File: src/rtl/buff_reader.sv
// Streams len words from a combinational-read sample buffer out of a ready/valid port.
// Define BUFF_READER_CKSUM_EN to append a modulo-2**(2*NBITS) sum of the data words as a trailer word.
module buff_reader #(
  parameter int NBADD = 12,
  parameter int NBITS = 16
) (
  input  logic                      clk,
  input  logic                      rst,
  input  logic                      start,
  input  logic [NBADD-1:0]          len,
  output logic [NBADD-1:0]          rd_addr,
  input  logic signed [2*NBITS-1:0] rd_data,
  output logic signed [2*NBITS-1:0] dout,
  output logic                      dout_valid,
  input  logic                      dout_ready,
  output logic                      dout_last,
  output logic                      busy,
  output logic                      done
);

  localparam logic [2:0] S_IDLE  = 3'd0;
  localparam logic [2:0] S_FETCH = 3'd1;
  localparam logic [2:0] S_SEND  = 3'd2;
  localparam logic [2:0] S_DONE  = 3'd3;
`ifdef BUFF_READER_CKSUM_EN
  localparam logic [2:0] S_CKSUM = 3'd4;
  logic [2*NBITS-1:0] sum;
`endif

  logic [2:0]       state;
  logic [NBADD-1:0] len_q;
  logic [NBADD-1:0] cnt;
  logic             final_word;

  // len_q of zero makes len_q-1 all ones, so a zero length naturally reads the whole buffer
  assign final_word = (cnt == len_q - NBADD'(1));
  assign busy       = (state != S_IDLE);
  assign done       = (state == S_DONE);

  always_ff @(posedge clk or posedge rst) begin
    if (rst) begin
      state      <= S_IDLE;
      len_q      <= '0;
      cnt        <= '0;
      rd_addr    <= '0;
      dout       <= '0;
      dout_valid <= 1'b0;
      dout_last  <= 1'b0;
`ifdef BUFF_READER_CKSUM_EN
      sum        <= '0;
`endif
    end else begin
      case (state)
        S_IDLE: begin
          if (start) begin
            len_q   <= len;
            cnt     <= '0;
            rd_addr <= '0;
`ifdef BUFF_READER_CKSUM_EN
            sum     <= '0;
`endif
            state   <= S_FETCH;
          end
        end
        S_FETCH: begin
          dout       <= rd_data;
          dout_valid <= 1'b1;
`ifdef BUFF_READER_CKSUM_EN
          dout_last  <= 1'b0;
`else
          dout_last  <= final_word;
`endif
          state      <= S_SEND;
        end
        S_SEND: begin
          // dout_valid is always set here, so ready alone marks a transfer
          if (dout_ready) begin
            dout_valid <= 1'b0;
            dout_last  <= 1'b0;
            rd_addr    <= rd_addr + 1'b1;
`ifdef BUFF_READER_CKSUM_EN
            sum        <= sum + dout;
`endif
            if (final_word) begin
`ifdef BUFF_READER_CKSUM_EN
              state <= S_CKSUM;
`else
              state <= S_DONE;
`endif
            end else begin
              cnt   <= cnt + 1'b1;
              state <= S_FETCH;
            end
          end
        end
`ifdef BUFF_READER_CKSUM_EN
        S_CKSUM: begin
          if (!dout_valid) begin
            dout       <= sum;
            dout_valid <= 1'b1;
            dout_last  <= 1'b1;
          end else if (dout_ready) begin
            dout_valid <= 1'b0;
            dout_last  <= 1'b0;
            state      <= S_DONE;
          end
        end
`endif
        S_DONE:  state <= S_IDLE;
        default: state <= S_IDLE;
      endcase
    end
  end

endmodule

File: config.mk
export PLATFORM = sky130hd
export DESIGN_NAME = buff_reader
export DESIGN_NICKNAME = d
export VERILOG_FILES = /design/src/rtl/buff_reader.sv
export SDC_FILE = /design/constraint.sdc
export NUM_CORES = 1
export LEC_CHECK = 0
export ABC_AREA = 1
export CAP_MARGIN = 10
export CORE_UTILIZATION = 44
export DETAILED_ROUTE_END_ITERATION = 12
export PLACE_DENSITY = 0.74
export SLEW_MARGIN = 20
export SYNTH_ARGS = -nofsm -noshare
export SYNTH_HDL_FRONTEND = slang
export SYNTH_SLANG_ARGS = --single-unit
File: constraint.sdc
create_clock -name clk -period 2.4 [get_ports clk]
set_input_delay 0.48 -clock clk [delete_from_list [all_inputs] [get_ports clk]]
set_output_delay 0.48 -clock clk [all_outputs]
set_load 0.01 [all_outputs]
# [Word level (Yosys, flattened, before mapping)]
# Cells that the tools add are included.
[totals] register_bits=73 latchBits=0 mem_bits_rw=0 rom_bits=0 inputBits=48 output_inout_bits=48 wordCells=39 n_memories=0
[classes] addsub=3 n_mul=0 n_div=0 n_lt_le_gt_ge=0 eq_ne=7 shift=0 mux=13 bitwise=0 n_reduce_logical=9
[ops] operator="2-to-1 mux 12 bit" n=4
[ops] operator="case mux 12 bit (2 select lines)" n=2
[ops] operator="adder 12 x 1 -> 12 bit (second input constant)" n=2
[ops] operator="== test 12 bit" n=1
[ops] operator="subtractor 12 x 1 -> 12 bit (second input constant)" n=1
[ops] operator="case mux 3 bit (3 select lines)" n=1
[ops] operator="== test 3 x 2 -> 1 bit (second input constant)" n=2
[ops] operator="2-to-1 mux 3 bit" n=2
[ops] operator="inequality test 2 bit (second input constant)" n=3
[ops] operator="AND reduction 2 bit" n=3
[ops] operator="case mux 1 bit (2 select lines)" n=2
[ops] operator="AND reduction 4 bit" n=1
[ops] operator="nonzero test 2 bit" n=2
[ops] operator="== test 3 x 1 -> 1 bit (second input constant)" n=1
[ops] operator="logical NOT 3 bit" n=1
[ops] operator="AND reduction 3 bit" n=1
[ops] operator="nonzero test 3 bit" n=1
[ops] operator="2-to-1 mux 2 bit" n=1
[ops] operator="2-to-1 mux 1 bit" n=1

# [Longest topological paths before layout]
# Gate-level depths: netlist of run 1.
[logic_depth] ltp_word=5 depth_mapped=16 mapped_depth_nobuf=15

# [Worst setup path before layout of run 1]
# Ideal clock, no wire load.
[synth_path] path_kind="register to register" from="register len_q[0]" to="register cnt[9]" setup_time_ns=0.117 arrival_ns=1.610 required_time_ns=2.283 setup_slack_ns=0.673 path_stages_with_launch=15 path_buffers=1 synth_period_minus_slack_ns=1.727 cell_sequence="dfrtp_1 > inv_1 > ha_1 > nand2_1 > nor2_1 > nand2_1 > nand2_1 > nand2_1 > nand2_1 > nand2_1 > nor2_1 > nand3_2 > buf_2 > nand3_1 > nand2_1"
[synth_between] elab_chain_cells=4
[synth_rtl] item="from (decl)" line="31" rtl="logic [NBADD-1:0] len_q;"
[synth_rtl] item="from (signal assigned)" line="56" rtl="len_q <= len;"
[synth_rtl] item="subtractor 12 x 1 -> 12 bit" line="36" rtl="assign final_word = (cnt == len_q - NBADD'(1));"
[synth_rtl] item="== test 12 bit" line="36"
[synth_rtl] item="inequality test 2 bit (no line)"
[synth_rtl] item="AND reduction 4 bit (no line)"
[synth_rtl] item="to (signal assigned)" line="91" rtl="cnt <= cnt + 1'b1;"
[synth_rtl] item="to (decl)" line="32" rtl="logic [NBADD-1:0] cnt;"
# No other way between the ends.
# A chain may end at the register's enable or synchronous reset.

# [Worst setup path after layout of run 1]
[layout_path] from="register len_q[0]" to="register cnt[7]"
# Same word-level chain as after synthesis.

==> results.yml, run 1 <==
run_status:
  outcome: "completed"
power_and_ir_drop:
  p_leak_nw: 2.359
  vdd_drop_max_v: 0.0007151
  power_density_nw_per_um2: 1090
logic_synthesis:
  synthCells: 488
  synth_edf_count: 0
  postSynthAreaPerCell_um2: 7.435
  synth_top_cell_by_area: "dfrtp_1"
  ys_seq_area_frac: 0.4966
  synth_cell_types: 28
  synthesis.area_um2: 3628
  yosysTopAreaCellShare: 0.4966
  synth_seq_cells: 72
  synth_area_leaders: "dfrtp_1 (50%), nand2_1 (23%), nor2_1 (4.1%)"
  async_flop_share: 1.000
  synth_ff_type: "dfrtp_1"
  yosys_warnings: 0
  syn_nets: 539
clock_network:
  cts.path.max_buffers: 2
  cts-htree-levels: 3
  cts.hold.buffers_added: 0
  post_cts_buffers: 0
  numCtsBuffers: 9
  cts_sinks: 72
  clkLatencyLatePin_ns: 0.36
  cts.repair.resized: 0
  cts_tree: "yes"
  root_buffer: "clkbuf_8"
  clk_pin_slew_ns: 0.08
timing:
  slew_viol_final: 0
  hold_viol_final: 0
  rsz0062_at_grt: "no"
  setup_viol: 0
  fin_skew_ns: 0.009697
  post-route-min-period_ns: 2.093
  slew_headroom: 0.7433
  tightest_slew_ns: 0.3851
  period_share: 0.8720
  setup_tns_ns: 0
  clock.fmax_mhz: 477.9
worst_setup_path:
  critPathKind: "flip-flop to flip-flop"
  required_ns: 2.70
  critPathArrivalTime_ns: 2.39
  cp-start-kind: "flip-flop"
  crit_fanout: 12
  r2r-start: "len_q[0]"
  cp-end-kind: "flip-flop"
  startpoint: "len_q[0]"
layout:
  num-nets-final: 636
  mostFrequentLayoutCell: "nand2_1"
  drive_gt1_frac: 0.05763
  fillers: 722
  area_growth_pct: 35.14
  mostFrequentLayoutCells: "nand2_1 (220), clkdlybuf4s50_1 (95), dfrtp_1 (72)"
  num_antenna_cells: 0
  final_cell_area_um2: 4903
place:
  io_buffers: 95
  post_dp_cell_area_um2: 4701
  globalplace.congestion: 0.8859
  dpl.hpwl_um: 6456
drt:
  ant_nets: 0
  wl_um: 9069
  vias: 3416
  drtPass1Iterations: 5
  drc: 0
  drtIter0Drc: 136
  vias_per_cell: 4.936
  wl_per_cell_um: 13.11
floorplanning:
  initial_utilization: 0.4624
  num_io_pins: 96
  die_x_um: 92.81
  die_y_um: 92.81
  rows: 32
  dieArea_um2: 8614
  core_area_um2: 7848
global_route:
  grt_max_degree: 73
  grt_overflow: 0
  grt.total_usage: 0.2342
  grt_pass1_wl_um: 15700
  first_global_vias: 3470
  antenna_found_initial: 0
hold_path:
  hold_start: "dout[8]"
  hold_path_class: "flip-flop to flip-flop"
job:
  maxCapViolCount: 0
[final cells by class]
type	instances	area [um^2]	share of cell area
Clock buffer	11	141.4	0.02883
Clock inverter	5	56.30	0.01148
Timing Repair Buffer	102	1016	0.2072
Sequential cell	72	1802	0.3674
Inverter	40	150.1	0.03062
Tap cell	102	127.6	0.02603
Multi-Input combinational cell	360	1610	0.3284
[cells by family (layout without fill, tap and decap cells)]
group           after synthesis  in the layout  share of synthesized area
buf+inv                      56            158                    0.06172
xor+xnor                     14             14                    0.03379
compound gates               27             27                    0.03828
fa+ha+maj                     3              3                    0.01035
flops                        72             72                     0.4966
simple gates                316            316                     0.3593
[cell usage after synthesis (3+ instances only)]
library cell    n
nand2_1       220
nand3_1        27
nor3_1          8
nand2_2         3
buf_2           4
dfrtp_1        72
a21oi_1         8
nor2_1         40
nand3b_1        3
nor2_2          3
inv_1          39
xnor2_1         6
xor2_1          8
ha_1            3
nand4_1         5
o21ai_0        16
clkbuf_1       10
[flip-flops by register name, indices dropped and copies added (netlist names)]
signal      flops
state           2
rd_addr        12
cnt            12
dout_valid      1
dout_last       1
dout           32
len_q          12
[metrics by stage]
stage / std cells / hold WS [ns] / setup WS, ns / total power [mW] / utilization
after floorplan: 488 / 0.4679 / 0.09508 / 3.294 / -
after global placement: 676 / 0.4527 / 0.3547 / 4.318 / 0.5990
after detailed placement: 676 / 0.4583 / 0.2981 / 4.373 / 0.5990
after CTS: 692 / 0.4770 / 0.2589 / 5.380 / 0.6242
after global routing: 692 / 0.5008 / 0.001226 / 5.785 / 0.6248
final: 692 / 0.4709 / 0.3073 / 5.344 / 0.6248
[worst max-delay path, stage by stage (launching register included)]
cell and delay (ns):
dfrtp_1 0.38, inv_1 0.11, ha_1 0.20, nand2_1 0.11
nor2_1 0.15, nand2_1 0.07, nand2_1 0.07, nand2_1 0.05
nand2_1 0.05, nand2_1 0.05, nor2_1 0.16, nand3_2 0.26
nand2_4 0.22, nand2_1 0.08, nand2_1 0.06
[path summary, 6_finish.rpt]
| check | endpoint | slack, ns | cells past startpoint |
|---|---|---|---|
| max | cnt[7] | 0.31 | 14 |
| min | dout[8] | 0.47 | 2 |
| max reg2reg | cnt[7] | 0.31 | 14 |
| min reg2reg | dout[8] | 0.47 | 2 |
| max in group asynchronous | len_q[4] | 1.58 | 3 |
| min in group asynchronous | dout[0] | 0.50 | 3 |
[routing by layer]
layer / vias up / track usage / wire (um) / share of wire
li1: 1696 / - / - / -
met1: 1589 / 0.2706 / 3878 / 0.43
met2: 118 / 0.3811 / 4200 / 0.46
met3: 13 / 0.1092 / 857 / 0.094
met4: 0 / 0.08077 / 133 / 0.015
met5: - / 0 / 0 / 0
[power breakdown]
part           switching, mW  internal [mW]
Sequential             0.315           1.63
Combinational           1.34           1.07
Clock                  0.474          0.507
Note: power is estimated with default switching activity, not from simulation.
==> run 2: changes to the inputs <==
REMOVE_ABC_BUFFERS = 1   (was unset)
TNS_END_PERCENT = 1   (was unset)
==> results.yml, run 2 (synthesized netlist as in run 1, its figures left out) <==
timing:
  hold_ws_ns: 0.4731
  period_share: 0.8619
  setup_viol: 0
  rsz0062_at_grt: "no"
  post-route-min-period_ns: 2.068
  clock.fmax_mhz: 483.4
  fin_skew_ns: 0.01136
  worst_slack_ns: 0.3315
  setup_tns_ns: 0
  slew_viol_final: 0
  hold_viol_final: 0
  tightest_slew_ns: 0.3836
  slew_headroom: 0.7442
hold_path:
  hold_start: "dout[8]"
  hold_end: "dout[8]"
  hold_path_class: "flip-flop to flip-flop"
  hold_path_depth: 2
layout:
  num-nets-final: 636
  fin_cells: 691
  area_growth_pct: 36.76
  fillers: 700
  num_antenna_cells: 0
  drive_gt1_frac: 0.05603
  largest_register: "dout"
  multi_input_area_um2: 1610
  largest_register_ffs: 32
  mostFrequentLayoutCell: "nand2_1"
  seqCellArea_um2: 1802
  final_cell_area_um2: 4962
  mostFrequentLayoutCells: "nand2_1 (220), clkdlybuf4s50_1 (95), dfrtp_1 (72)"
  final_core_util: 0.6323
worst_setup_path:
  cp_num_buf_inv: 1
  worstRegToRegCells: 14
  worst_path_max_delay_cell: "dfrtp_1"
  crit_chain: "inv_1 -> ha_1 -> nand2_1 -> nor2_1 -> nand2_1 -> nand2_1 -> nand2_1 -> nand2_1 -> nand2_1 -> nor2_1 -> nand3_2 -> nand2_4 -> nand2_1 -> nand2_1"
  cp_slowest_stage_delay_ns: 0.38
  r2r-start: "len_q[0]"
  timing.rr.end: "cnt[4]"
  rrSetupSlack_ns: 0.33
  critPathArrivalTime_ns: 2.35
  critical_path_depth: 14
  critPathKind: "flip-flop to flip-flop"
  crit_fanout: 12
  cp-end-kind: "flip-flop"
  required_ns: 2.68
  cp-start-kind: "flip-flop"
  critPathTopFamily: "simple AND/OR/NAND/NOR gates"
  worst_path_most_repeated_cell: "nand2_1"
drt:
  drc: 0
  wl_per_cell_um: 12.82
  vias_per_cell: 4.876
  wl_um: 8858
  vias: 3369
  drtIter0Drc: 209
  drtPass1Iterations: 4
  ant_nets: 0
place:
  globalplace.congestion: 0.8518
  place_ws_ns: 0.2514
  post_dp_cell_area_um2: 4701
  dp.cells: 676
  dpl.hpwl_um: 6249
  io_buffers: 95
floorplanning:
  core_area_um2: 7848
  die_x_um: 92.81
  initial_utilization: 0.4624
  die_y_um: 92.81
  rows: 32
  num_io_pins: 96
  dieArea_um2: 8614
clock_network:
  cts_sinks: 72
  cts.path.max_buffers: 2
  cts_tree: "yes"
  clk_pin_slew_ns: 0.08
  clkLatencyLatePin_ns: 0.35
  post_cts_buffers: 0
  root_buffer: "clkbuf_8"
  numCtsBuffers: 9
  cts-htree-levels: 3
job:
  maxCapViolCount: 0
power_and_ir_drop:
  power_density_nw_per_um2: 1130
  p_total_mw: 5.606
  vdd_drop_max_v: 0.0005842
  p_leak_nw: 2.386
global_route:
  grt_pass1_wl_um: 14750
  grt_max_degree: 73
  first_global_vias: 3286
  grt_overflow: 0
  grt.total_usage: 0.2202
  antenna_found_initial: 0
run_status:
  outcome: "completed"
-- run 2: changes by cell type in the layout (fill, tap and decap cells not counted), sizes merged --
cell	delta
bufinv	+3
clkbuf	-1
clkinv	-3
clkinvlp	-1
inv	+1
-- run 2: how the worst max path moves through the flow --
stage             endpoint  slack (ns)  startpoint
5_1_grt             cnt[7]        0.05    len_q[0]
4_1_cts             cnt[4]        0.27    len_q[0]
3_5_place_dp   rd_addr[10]        0.25  dout_ready
2_1_floorplan    dout_last       -0.56    state[0]
6_report            cnt[4]        0.33    len_q[0]
3_3_place_gp    rd_addr[9]        0.35  dout_ready
-- run 2: tightest hold or removal path: stages (launching register included) --
cell	delay [ns]
dfrtp_1	0.35
nand2_1	0.05
nand2_1	0.04
-- run 2: metal layers --
metal	part of all wire	up-vias	GRT usage	wire (um)
met5	0	-	0	0
met4	0.015	0	0.08590	136
met3	0.082	15	0.08128	724
met2	0.45	99	0.3585	4006
met1	0.45	1559	0.2639	3991
li1	-	1696	-	-
-- run 2: repair_timing --
item | CTS | global route
endpoints found under the setup margin | 0 | 6
resized for setup | 0 | 1
hold buffers | 0 | 0
endpoints found under the hold margin | 0 | 0
-- run 2: area by class of cell --
class,count,area share
clock buffers,10,0.02572
repair buffers,102,0.2047
well taps,102,0.02572
inverters,40,0.03026
multi-input cells,360,0.3245
clock inverters,5,0.02597
flip-flops and latches,72,0.3631
-- run 2: power by group --
group	switching, mW	total, mW	internal, mW
Combinational	1.32	2.39	1.07
Sequential	0.319	1.95	1.63
Clock	0.464	1.26	0.794
